## config.mk

```make
export PLATFORM = sky130hd
export DESIGN_NAME = imem_loader
export DESIGN_NICKNAME = d
export VERILOG_FILES = /design/src/rtl/imem_loader_pkg.sv /design/src/rtl/byte_packer.sv /design/src/rtl/imem_loader.sv
export SDC_FILE = /design/constraint.sdc
export NUM_CORES = 1
export LEC_CHECK = 0
export ABC_AREA = 1
export ABC_CLOCK_PERIOD_IN_PS = 6200
export CAP_MARGIN = 20
export CELL_PAD_IN_SITES_DETAIL_PLACEMENT = 1
export CELL_PAD_IN_SITES_GLOBAL_PLACEMENT = 2
export CORE_MARGIN = 2
export CORE_UTILIZATION = 35
export DETAILED_ROUTE_END_ITERATION = 8
export HOLD_SLACK_MARGIN = 0.06
export PLACE_DENSITY_LB_ADDON = 0.12
export SLEW_MARGIN = 10
export SYNTH_ARGS = -nofsm -noshare
export SYNTH_HDL_FRONTEND = slang
export SYNTH_SLANG_ARGS = --single-unit
export TNS_END_PERCENT = 100
```

## constraint.sdc

```tcl
create_clock -name clk -period 6.2 [get_ports clk]
set_input_delay 0.62 -clock clk [delete_from_list [all_inputs] [get_ports clk]]
set_output_delay 0.62 -clock clk [all_outputs]
set_load 0.03 [all_outputs]
```

## src/rtl/imem_loader_pkg.sv

```systemverilog
// Shared FSM state type and word-assembly constant for the instruction memory loader.
// Defining IMEM_LOADER_CHECKSUM_EN adds the trailing checksum state.
package imem_loader_pkg;

    localparam int unsigned BytesPerWord = 4;

    typedef enum logic [2:0] {
        IDLE,
        LEN,
        DATA,
        WRITE,
        DONE,
        ERR
`ifdef IMEM_LOADER_CHECKSUM_EN
        ,
        CSUM
`endif
    } state_t;

endpackage

```

## src/rtl/byte_packer.sv

```systemverilog
// Little-endian byte-to-word assembler: the first byte of a word lands in bits [7:0].
// word_valid_o is raised combinationally in the cycle the final byte is accepted.
module byte_packer
    import imem_loader_pkg::*;
(
    input  logic        clk,
    input  logic        rst,
    input  logic        byte_en_i,
    input  logic [7:0]  byte_i,
    output logic [31:0] word_o,
    output logic        word_valid_o
);

    localparam int unsigned ShiftBits = (BytesPerWord - 1) * 8;

    logic [ShiftBits-1:0] shift_q;
    logic [1:0]           cnt_q;

    always_ff @(posedge clk or posedge rst) begin
        if (rst) begin
            shift_q <= '0;
            cnt_q   <= '0;
        end else if (byte_en_i) begin
            shift_q <= {byte_i, shift_q[ShiftBits-1:8]};
            cnt_q   <= cnt_q + 2'd1;
        end
    end

    // The last byte bypasses the shifter so the word is usable in its acceptance cycle.
    assign word_o       = {byte_i, shift_q};
    assign word_valid_o = byte_en_i && (cnt_q == 2'(BytesPerWord - 1));

endmodule

```

## src/rtl/imem_loader.sv

```systemverilog
// Streams a length-prefixed byte image into instruction memory, holding the core in reset.
// Optional IMEM_LOADER_CHECKSUM_EN appends an XOR checksum byte after the last data word.
module imem_loader
    import imem_loader_pkg::*;
#(
    parameter int unsigned REG_SIZE       = 32,
    parameter int unsigned MEM_SIZE_IN_KB = 1,
    parameter int unsigned NO_OF_REGS     = MEM_SIZE_IN_KB * 1024 / 4
) (
    input  logic                clk,
    input  logic                rst,
    input  logic                start_i,
    input  logic [7:0]          byte_i,
    input  logic                byte_valid_i,
    output logic                byte_ready_o,
    output logic                wr_en_o,
    output logic [REG_SIZE-1:0] wr_addr_o,
    output logic [REG_SIZE-1:0] wr_data_o,
    output logic                core_rst_o,
    output logic                busy_o,
    output logic                done_o,
    output logic                err_o
);

    state_t              state_q;
    logic [REG_SIZE-1:0] len_q;
    logic [REG_SIZE-1:0] word_idx_q;
    logic [REG_SIZE-1:0] idx_next;
    logic                accept;
    logic                pack_en;
    logic                word_valid;
    logic [31:0]         word;
`ifdef IMEM_LOADER_CHECKSUM_EN
    logic [7:0]          csum_q;
`endif

    assign accept   = byte_valid_i && byte_ready_o;
    assign pack_en  = accept && ((state_q == LEN) || (state_q == DATA));
    assign idx_next = word_idx_q + REG_SIZE'(1);

    byte_packer u_packer (
        .clk          (clk),
        .rst          (rst),
        .byte_en_i    (pack_en),
        .byte_i       (byte_i),
        .word_o       (word),
        .word_valid_o (word_valid)
    );

    always_ff @(posedge clk or posedge rst) begin
        if (rst) begin
            state_q      <= IDLE;
            len_q        <= '0;
            word_idx_q   <= '0;
            byte_ready_o <= 1'b0;
            wr_en_o      <= 1'b0;
            wr_addr_o    <= '0;
            wr_data_o    <= '0;
            core_rst_o   <= 1'b0;
            busy_o       <= 1'b0;
            done_o       <= 1'b0;
            err_o        <= 1'b0;
`ifdef IMEM_LOADER_CHECKSUM_EN
            csum_q       <= '0;
`endif
        end else begin
            wr_en_o <= 1'b0;
            done_o  <= 1'b0;
            case (state_q)
                IDLE, ERR: begin
                    if (start_i) begin
                        state_q      <= LEN;
                        word_idx_q   <= '0;
                        byte_ready_o <= 1'b1;
                        busy_o       <= 1'b1;
                        core_rst_o   <= 1'b1;
                        err_o        <= 1'b0;
`ifdef IMEM_LOADER_CHECKSUM_EN
                        csum_q       <= '0;
`endif
                    end
                end
                LEN: begin
                    if (word_valid) begin
                        len_q <= REG_SIZE'(word);
                        if (word == '0) begin
                            state_q      <= DONE;
                            done_o       <= 1'b1;
                            byte_ready_o <= 1'b0;
                            busy_o       <= 1'b0;
                            core_rst_o   <= 1'b0;
                        end else if (word > 32'(NO_OF_REGS)) begin
                            state_q      <= ERR;
                            err_o        <= 1'b1;
                            byte_ready_o <= 1'b0;
                            busy_o       <= 1'b0;
                            core_rst_o   <= 1'b0;
                        end else begin
                            state_q <= DATA;
                        end
                    end
                end
                DATA: begin
`ifdef IMEM_LOADER_CHECKSUM_EN
                    if (accept) csum_q <= csum_q ^ byte_i;
`endif
                    if (word_valid) begin
                        state_q      <= WRITE;
                        wr_en_o      <= 1'b1;
                        wr_addr_o    <= word_idx_q << 2;
                        wr_data_o    <= REG_SIZE'(word);
                        byte_ready_o <= 1'b0;
                    end
                end
                WRITE: begin
                    word_idx_q <= idx_next;
                    if (idx_next < len_q) begin
                        state_q      <= DATA;
                        byte_ready_o <= 1'b1;
                    end else begin
`ifdef IMEM_LOADER_CHECKSUM_EN
                        state_q      <= CSUM;
                        byte_ready_o <= 1'b1;
`else
                        state_q      <= DONE;
                        done_o       <= 1'b1;
`endif
                        busy_o       <= 1'b0;
                        core_rst_o   <= 1'b0;
                    end
                end
`ifdef IMEM_LOADER_CHECKSUM_EN
                CSUM: begin
                    if (accept) begin
                        byte_ready_o <= 1'b0;
                        if (byte_i == csum_q) begin
                            state_q <= DONE;
                            done_o  <= 1'b1;
                        end else begin
                            state_q <= ERR;
                            err_o   <= 1'b1;
                        end
                    end
                end
`endif
                DONE: begin
                    state_q <= IDLE;
                end
                default: begin
                    state_q <= IDLE;
                end
            endcase
        end
    end

endmodule

```

### Word level (Yosys, flattened, before mapping)

Index checks and enable logic that the tools add are counted.

* bitwise operators: 0
* mux-type cells: 29
* divide/modulo/power cells: 0
* reduce and logical (&&, ||, !) cells: 18
* shifts and indexed selects: 0
* equal/unequal tests: 13
* order comparisons: 2
* add/subtract/negate cells: 2
* $mul: 0

Operators with widths (number)
* one-hot mux 32 bit (2 select lines): 1
* adder 32 x 1 -> 32 bit (second input constant): 1
* > comparator 32 x 9 -> 1 bit (second input constant): 1
* logical NOT 32 bit: 1
* < comparator 32 bit: 1
* 2-to-1 mux 32 bit: 1
* 2-to-1 mux 3 bit: 6
* 2-to-1 mux 1 bit: 16
* one-hot mux 3 bit (4 select lines): 1
* AND reduction 5 bit: 2
* inequality test 2 bit (second input constant): 4
* equality test 3 x 2 -> 1 bit (second input constant): 2
* inequality test 2 x 1 -> 1 bit (second input constant): 3
* AND reduction 2 bit: 3
* AND reduction 6 bit: 1
* one-hot mux 1 bit (2 select lines): 2
* one-hot mux 1 bit (4 select lines): 1
* nonzero test 2 bit: 2
* nonzero test 4 bit: 1
* equality test 3 x 1 -> 1 bit (second input constant): 1
* equality test 3 bit (second input constant): 1
* logical AND 1 bit: 3
* logical NOT 3 bit: 1
* inequality test 3 x 1 -> 1 bit (second input constant): 1
* other kinds (7): 7

* latch bits: 0
* memories: 0
* register bits after elaboration: 160
* memory bits (read-only): 0
* RAM bits: 0

### Depth between registers and ports, before layout

Gate-level depths: netlist of the first run.

* word-level depth: 6
* depth in mapped cells: 22
* depth with buffers taken out: 22

### Hierarchy

A second synthesis of the first run with hierarchy kept.

* cell total of the unflattened synthesis: 943
* area total of the unflattened synthesis: 7878.8 sq um

By module, submodules not included
* imem_loader: area each 6790.3 sq um, times used 1, cells each 820
* byte_packer: area each 1088.5 sq um, times used 1, cells each 123

### Least setup slack after synthesis of the first run

No wires, ideal clock.

* path type: register to register
* from: register word_idx_q[0]
* to: register busy_o
* arrival: 2.484 ns
* path slack: 3.598 ns
* path buffers: 0
* required time: 6.082 ns
* library setup time: 0.118 ns
* stages on the path, launching flop included: 22
* clock period less this slack: 2.602 ns
* cells stage by stage: dfrtp_1 ha_1 nand2_2 nor2_4 nand3_2 nor2_4 nand3_2 inv_1 nand3b_1 or2_1 nand2_1 inv_1 ha_1 nand2_1 nor2_1 nand4_1 a21oi_1 nor2_1 nand3_1 nand2_1 nand2_1 nand2_1

* longest elaborated chain between the ends: 4

RTL lines
* start, declared: line imem_loader.sv:27 `logic [REG_SIZE-1:0] word_idx_q;`
* start signal, assigned: line imem_loader.sv:116 `word_idx_q <= idx_next;`
* adder 32 x 1 -> 32 bit: line imem_loader.sv:39 `assign idx_next = word_idx_q + REG_SIZE'(1);`
* < comparator 32 bit: line imem_loader.sv:117 `if (idx_next < len_q) begin`
* inequality test 2 bit (no source line)
* AND reduction 5 bit (no source line)
* end signal, assigned: line imem_loader.sv:60 `busy_o <= 1'b0;`
* end signal, assigned: line imem_loader.sv:75 `busy_o <= 1'b1;`
* end signal, assigned: line imem_loader.sv:128 `busy_o <= 1'b0;`
* end, declared: line imem_loader.sv:20 `output logic busy_o,`

No other way between the ends.
A chain may end at the register's enable or synchronous reset.

### Worst setup path after layout of the first run

* from: register word_idx_q[0]
* to: register state_q[1]

* longest elaborated chain between the ends: 4

RTL lines
* adder 32 x 1 -> 32 bit: line imem_loader.sv:39
* < comparator 32 bit: line imem_loader.sv:117
* 2-to-1 mux 3 bit: line imem_loader.sv:117
* one-hot mux 3 bit (4 select lines): line imem_loader.sv:69 `case (state_q)`
* end signal, assigned: line imem_loader.sv:72 `state_q <= LEN;`
* end signal, assigned: line imem_loader.sv:118 `state_q <= DATA;`
* end signal, assigned: line imem_loader.sv:125 `state_q <= DONE;`
* end, declared: line imem_loader.sv:25 `state_t state_q;`

No other way between the ends.

==> flow_summary_export.csv, run 1 <==
group,metric,value,unit
cells_and_area,final_cells,1304,
floorplanning,chipHeight,155,um
clocking,hold_buffers,0,
power,power.share.clock,33.5,%
floorplanning,fp.dieArea,24100,um^2
logic_synthesis,ys_warn_count,0,
logic_synthesis,seq_area_frac_synth,50.0,%
power,comb_power_share,26.1,%
logic_synthesis,synthDistinctLibCells,38,
global_route,grt-ovfl-total,0,
logic_synthesis,post_synth_xor_area_fraction,2.19,%
clocking,clockBufferDepth,2,
floorplanning,ioPinCount,82,
power,seqPwrFrac,40.4,%
logic_synthesis,netlist_instances,933,
clocking,postCtsSetupBuffers,0,
clocking,cts-root-buf,"clkbuf_16",
logic_synthesis,avgSynthCellArea,8.59,um^2
floorplanning,row_count,55,
placed_design,io_buffers,79,
logic_synthesis,synth_edf_count,0,
cells_and_area,drive_gt1_share,6.87,%
routing,first_iter_violations,292,
logic_synthesis,synth_top_family_by_area,"simple AND/OR/NAND/NOR gates",
logic_synthesis,ys_ff_latch,160,
power,p_sw,1200,uW
logic_synthesis,synth_area_leaders,"dfrtp_1 50%, nand2_1 12%, inv_1 6.4%, o21a_1 5.3%, ha_1 5.2%",
power,total_power,3220,uW
setup_path,required,6520,ps
timing,finalMaxSlewViolations,0,
clocking,clk_latency,440,ps
global_route,grt_usage,18.9,%
placed_design,dp.cells,1270,
routing,routed_wl,21400,um
setup_path,worstPathArrival,3570,ps
cells_and_area,mostFrequentLayoutCells,"246 x nand2_1, 160 x dfrtp_1, 136 x inv_1, 79 x clkdlybuf4s50_1, 59 x o21ai_0",
global_route,grt_first_pass_wirelength,35800,um
floorplanning,fp.dieW,155,um
cells_and_area,final_common_cell,"nand2_1",
setup_path,path_cells,"ha_1, nand2_2, nor2_4, nand3_2, nor2_4, nand3_2, inv_1, nand3b_1, or2_1, nand2_1, inv_1, ha_1, nand2_1, nor2_1, nand4_1, a21oi_1, nor2_1, nand3_1, nand2_1, nand2_1, nand2_1",
timing,finalCritPeriodShare,52.5,%
routing,first_pass_iters,6,
placed_design,dp_hpwl,15500,um
timing,period_minus_slack,3250,ps
logic_synthesis,synth.largest_area_cell,"dfrtp_1",
timing,setup_viol,0,
timing,clock.fmax,307,MHz
timing,max_slew.worst_pin.slew,841,ps
timing,rsz0062_at_grt,"no",
logic_synthesis,synth-simple-area-share,19.2,%
cells_and_area,seq_area,4000,um^2
power,sw_frac_of_total,37.4,%
power,internal_power,2020,uW
cells_and_area,fillers,2687,
routing,post_drt_wl_per_cell,16.4,um
routing,drc,0,
setup_path,critPathKind,"flop to flop",
setup_path,end_kind,"flop",
setup_path,startpoint_type,"flop",
clocking,cts_resized,0,
clocking,cts_max_level,4,
setup_path,path_max_fanout,5,
global_route,grt_pass1_vias,6571,
cells_and_area,area_growth,20.9,%
job,cap_violations,0,
cells_and_area,antennaDiodeCount,0,
routing,ant_nets,0,
clocking,cts_buffers,17,
logic_synthesis,synthMuxAreaShare,1.12,%
timing,skew,17.2,ps
floorplanning,placeableCoreArea,22600,um^2
cells_and_area,nets,1051,
routing,via_per_inst,4.83,
clocking,cts.clk_slew.worst_paths,70,ps
routing,vias,6296,
timing,slew-limit-headroom,44.0,%
floorplanning,initial_core_util,35.5,%
global_route,antenna_found_initial,0,
logic_synthesis,yosys_most_used_dff,"dfrtp_1",
cells_and_area,fin_util,42.9,%
logic_synthesis,synth_fa_ha_area_share,5.15,%
setup_path,critPathBufInv,2,
timing,hold_viol,0,
setup_path,max_stage_delay,440,ps
setup_path,cp_top_family,"simple AND/OR/NAND/NOR gates",
clocking,cts_num_sinks,160,
cells_and_area,multi_input_area,3300,um^2
logic_synthesis,async_reset_ff_share,100,%
power,vdd_drop_max,0.193,mV
clocking,cts_tree,"done",
logic_synthesis,synth_area,8020,um^2
min_path,holdCritPathClass,"flop to flop",
logic_synthesis,synth_top_area_share,50.0,%
placed_design,gp_congestion,0.817,
power,power_density,332,nW/um^2
setup_path,cpMostUsedCell,"nand2_1",
setup_path,slowest_stage,"dfrtp_1",
run_status,status,"finished, final reports clean",
power,power.leakage,0.00454,uW
timing,fin_tns_setup,0,ps
logic_synthesis,synth-compound-area-share,13.3,%
global_route,grt_max_degree,74,
-- synth_stat cells, types with 5 or more instances --
library cell / number
ha_1: 33
dfrtp_1: 160
o21ai_0: 59
inv_1: 137
buf_4: 5
buf_2: 18
mux2_1: 7
o21a_1: 57
nor2_1: 38
nand2_1: 247
nand4_1: 19
nor3_1: 18
clkbuf_1: 7
o21ai_1: 24
a21oi_1: 20
o22ai_1: 9
inv_2: 5
xor2_1: 18
nand3_1: 15
-- cells by family after synthesis --
kind of cell | count (synthesis)
AO/OA/AOI/OAI | 176
XOR/XNOR | 20
adder cells (fa/ha/maj) | 33
buffers and inverters | 176
flip-flops | 160
multiplexers | 8
other | 1
AND/OR/NAND/NOR | 359
-- worst reg2reg max path: stages (launching register included) --
cell      delay, ps
dfrtp_1         440
ha_1            240
nand2_2         100
nor2_4          150
nand3_2         140
nor2_4          180
nand3_2         120
inv_1            80
nand3b_1        120
or2_1           260
nand2_1         100
inv_1            50
ha_1            260
nand2_1          50
nor2_1          160
nand4_1         140
a21oi_1         150
nor2_1           70
nand3_1         140
nand2_1          70
nand2_1          50
nand2_1          50
-- final cells by class --
cell class	count	area share, %
clock buffer	17	4.39
clock inverter	15	1.82
inverter	142	5.55
multi-input combinational	598	34.1
sequential	160	41.3
tap	285	3.68
timing repair buffer	87	9.16
-- metal layers --
metal / track usage [%] / wire, um / share of wire (%)
met2: 30.0 / 9780 / 46
met3: 2.53 / 412 / 1.9
met4: 6.51 / 384 / 1.8
met5: 0 / 0 / 0
met1: 26.8 / 10800 / 51
-- power by group through the flow --
stage	clock network, uW	logic [uW]	registers [uW]
after CTS	1100	864	1300
final	1080	841	1300
after detailed placement	0	857	1320
after global routing	1150	987	1330
after global placement	0	848	1310
after floorplan	0	581	1310
-- state kept, by name, indices dropped and copies added, names as in the netlist --
signal            count
busy_o                1
byte_ready_o          1
done_o                1
err_o                 1
len_q                32
state_q               3
u_packer.cnt_q        2
u_packer.shift_q     24
word_idx_q           32
wr_addr_o            30
wr_data_o            32
wr_en_o               1
-- metrics by stage --
step	setup WS (ps)	instance area [um^2]	hold slack, ps
6_report	2950	9690	484
5_1_grt	2570	9690	504
4_1_cts	2910	9650	490
3_5_place_dp	2940	9050	473
3_3_place_gp	2990	9050	466
2_1_floorplan	1260	8020	453
-- path summary, 6_finish.rpt --
path / startpoint / endpoint / slack [ps] / cells after the start
max in group asynchronous: rst / word_idx_q[15] / 4390 / 3
worst min-delay path: wr_addr_o[11] / wr_addr_o[11] / 480 / 1
worst max-delay path: word_idx_q[0] / state_q[1] / 2950 / 21
worst min register to register: wr_addr_o[11] / wr_addr_o[11] / 480 / 1
worst max register to register: word_idx_q[0] / state_q[1] / 2950 / 21
min in group asynchronous: rst / wr_data_o[1] / 580 / 2
Note: power is estimated with default switching activity, not from simulation.
==> inputs of run 2 (changes only) <==
--- a/config.mk
+++ b/config.mk
@@ -6,12 +6,12 @@
 export NUM_CORES = 1
 export LEC_CHECK = 0
 export ABC_AREA = 1
-export ABC_CLOCK_PERIOD_IN_PS = 6200
+export ABC_CLOCK_PERIOD_IN_PS = 2800
 export CAP_MARGIN = 20
 export CELL_PAD_IN_SITES_DETAIL_PLACEMENT = 1
 export CELL_PAD_IN_SITES_GLOBAL_PLACEMENT = 2
 export CORE_MARGIN = 2
-export CORE_UTILIZATION = 35
+export CORE_UTILIZATION = 31
 export DETAILED_ROUTE_END_ITERATION = 8
 export HOLD_SLACK_MARGIN = 0.06
 export PLACE_DENSITY_LB_ADDON = 0.12
==> constraint.sdc (replaced) <==
create_clock -name clk -period 2.8 [get_ports clk]
set_input_delay 0.28 -clock clk [delete_from_list [all_inputs] [get_ports clk]]
set_output_delay 0.28 -clock clk [all_outputs]
set_load 0.03 [all_outputs]
==> run 2 against run 1 <==
Net effect: the flow now finishes with violations (negative setup slack); first-iteration DRC count fell by 3.8%; die area rose by 13%; total power increased by 120%; setup slack got worse by 3000 ps; sequential cell count did not move; core utilization down 2.0 points; clock power grew 120%; global-route usage shrank 1.5 points; final area up 6.7%; final cell count up 8.4%.
==> flow_summary_export.csv, run 2 (synthesized netlist as in run 1, its figures left out) <==
group,metric,value,unit
run_status,status,"finished, violations left",
run_status,failed_checks,"negative setup slack",
timing,setup_viol,3,
floorplanning,chipHeight,165,um
timing,rsz0062_at_grt,"yes",
timing,skew,11.6,ps
clocking,cts_num_sinks,160,
cells_and_area,multi_input_area,3380,um^2
timing,layout_setup_ws,-69.3,ps
routing,drc,0,
clocking,cts.clk_slew.worst_paths,80,ps
timing,finalMaxSlewViolations,0,
setup_path,rr_worst_depth,22,
cells_and_area,fillers,2989,
placed_design,dp_hpwl,16400,um
setup_path,critPathKind,"flop to flop",
cells_and_area,seq_area,4000,um^2
power,vdd_drop_max,0.311,mV
global_route,grt-ovfl-total,0,
setup_path,path_max_fanout,4,
cells_and_area,drive_gt1_share,14.2,%
routing,vias,6461,
timing,holdWs,177,ps
timing,slew-limit-headroom,59.3,%
floorplanning,placeableCoreArea,25300,um^2
floorplanning,row_count,58,
clocking,cts_buffers,17,
routing,ant_nets,0,
setup_path,worstPathArrival,3250,ps
setup_path,required,3180,ps
cells_and_area,antennaDiodeCount,0,
job,cap_violations,0,
routing,post_drt_wl_per_cell,15.7,um
power,power.leakage,0.00487,uW
floorplanning,initial_core_util,31.7,%
routing,via_per_inst,4.57,
global_route,grt_first_pass_wirelength,36400,um
setup_path,end_kind,"flop",
setup_path,startpoint_type,"flop",
global_route,grt_usage,17.5,%
power,comb_power_share,27.2,%
clocking,hold_buffers,0,
placed_design,io_buffers,79,
routing,routed_wl,22200,um
cells_and_area,largestRegisters,"len_q (32), word_idx_q (32), wr_data_o (32)",
timing,max_slew.worst_pin.slew,610,ps
routing,first_iter_violations,281,
cells_and_area,final_common_cell,"nand2_1",
clocking,clockBufferDepth,2,
setup_path,reg2reg_from,"word_idx_q[1]",
min_path,holdCritPathClass,"primary input to async pin",
global_route,antenna_found_initial,0,
floorplanning,fp.dieW,165,um
global_route,grt_pass1_vias,6737,
routing,first_pass_iters,4,
power,seqPwrFrac,40.0,%
power,power_density,696,nW/um^2
floorplanning,ioPinCount,82,
timing,finalCritPeriodShare,102,%
cells_and_area,area_growth,29.0,%
clocking,cts-root-buf,"clkbuf_16",
setup_path,rr_endpoint,"byte_ready_o",
power,p_sw,2690,uW
timing,hold_viol,0,
timing,clock.fmax,349,MHz
timing,fin_tns_setup,-80.2,ps
clocking,cts_max_level,4,
timing,period_minus_slack,2870,ps
placed_design,gp_congestion,0.833,
clocking,clk_latency,440,ps
placed_design,place_ws,-165,ps
power,power.share.clock,32.8,%
power,sw_frac_of_total,37.4,%
setup_path,rrSetupSlack,-70,ps
power,internal_power,4500,uW
global_route,grt_max_degree,66,
floorplanning,fp.dieArea,27200,um^2
cells_and_area,mostFrequentLayoutCells,"242 x nand2_1, 160 x dfrtp_1, 134 x inv_1, 79 x clkdlybuf4s50_1, 67 x buf_4",
clocking,cts_tree,"done",
cells_and_area,nets,1116,
## run 2: changes by cell type in the layout (fill, tap and decap cells not counted), sizes merged
cell	previous run	this run
buf	8	73
inv	153	148
clkinvlp	0	2
clkinv	4	7
## run 2: worst max-delay path, cell delays in order (launching register included)
cell and delay, ps:
dfrtp_1 370, ha_2 200, nand2_2 80, nor2_4 130, nand3_2 100, nor2_4 160
nand3_2 110, inv_2 50, nand3b_1 90, or2_1 270, nand2_2 90, inv_2 40
ha_4 260, nand2_4 40, nor2_4 110, nand4_1 120, nor2_1 130, nand2_1 90
nand2_1 80, nand2_2 70, nand2_1 80, nand2_1 50, nand2_1 70
## run 2: power by group through the flow
stage	combinational (uW)	sequential [uW]	clock [uW]
floorplan	1290	2910	0
finish	1960	2880	2360
global route	2270	2930	2510
CTS	1970	2880	2430
detailed placement	1930	2930	0
global placement	1900	2910	0
## run 2: routing by layer
metal / track usage (%) / routed length [um] / part of all wire, % / up-vias
li1: - / - / - / 3248
met3: 2.74 / 529 / 2.4 / 24
met1: 24.9 / 11200 / 51 / 3097
met4: 5.45 / 359 / 1.6 / 0
met2: 27.3 / 10100 / 45 / 92
met5: 0 / 0 / 0 / -
## run 2: worst max path at each step
stage             startpoint      endpoint  slack, ps
2_1_floorplan  word_idx_q[0]        busy_o        200
3_3_place_gp   word_idx_q[0]        busy_o        -60
3_5_place_dp   word_idx_q[0]        busy_o       -170
4_1_cts        word_idx_q[1]  byte_ready_o        -40
5_1_grt        word_idx_q[1]  byte_ready_o       -300
6_report       word_idx_q[1]  byte_ready_o        -70
## run 2: cell type report
| type | count | share of cell area (%) |
|---|---|---|
| timing repair buffer | 152 | 13.7 |
| inverter | 142 | 5.19 |
| clock inverter | 15 | 1.60 |
| tap | 330 | 3.99 |
| multi-input combinational | 598 | 32.7 |
| sequential | 160 | 38.7 |
| clock buffer | 17 | 4.11 |
## run 2: timing repair
item | in CTS | in global routing
gates resized for setup | 7 | 15
setup endpoints to repair | 5 | 5
pin swaps | 8 | 16
buffers inserted | 5 | 6
## run 2: stage by stage
step	area, um^2	util (%)	cells	total power (uW)
finish	10300	41.0	1414	7190
global route	10300	41.0	1414	7720
CTS	10200	40.5	1408	7280
detailed placement	9580	37.9	1371	4860
global placement	9580	37.9	1371	4810
floorplan	8020	-	934	4200
==> inputs of run 3 (changes only) <==
--- a/config.mk
+++ b/config.mk
@@ -12,6 +12,7 @@
 export CELL_PAD_IN_SITES_GLOBAL_PLACEMENT = 2
 export CORE_MARGIN = 2
 export CORE_UTILIZATION = 31
+export CTS_CLUSTER_SIZE = 30
 export DETAILED_ROUTE_END_ITERATION = 8
 export HOLD_SLACK_MARGIN = 0.06
 export PLACE_DENSITY_LB_ADDON = 0.12
==> results of run 3 <==
Same layout as run 2: the final DEF is identical, and so are final timing and power.
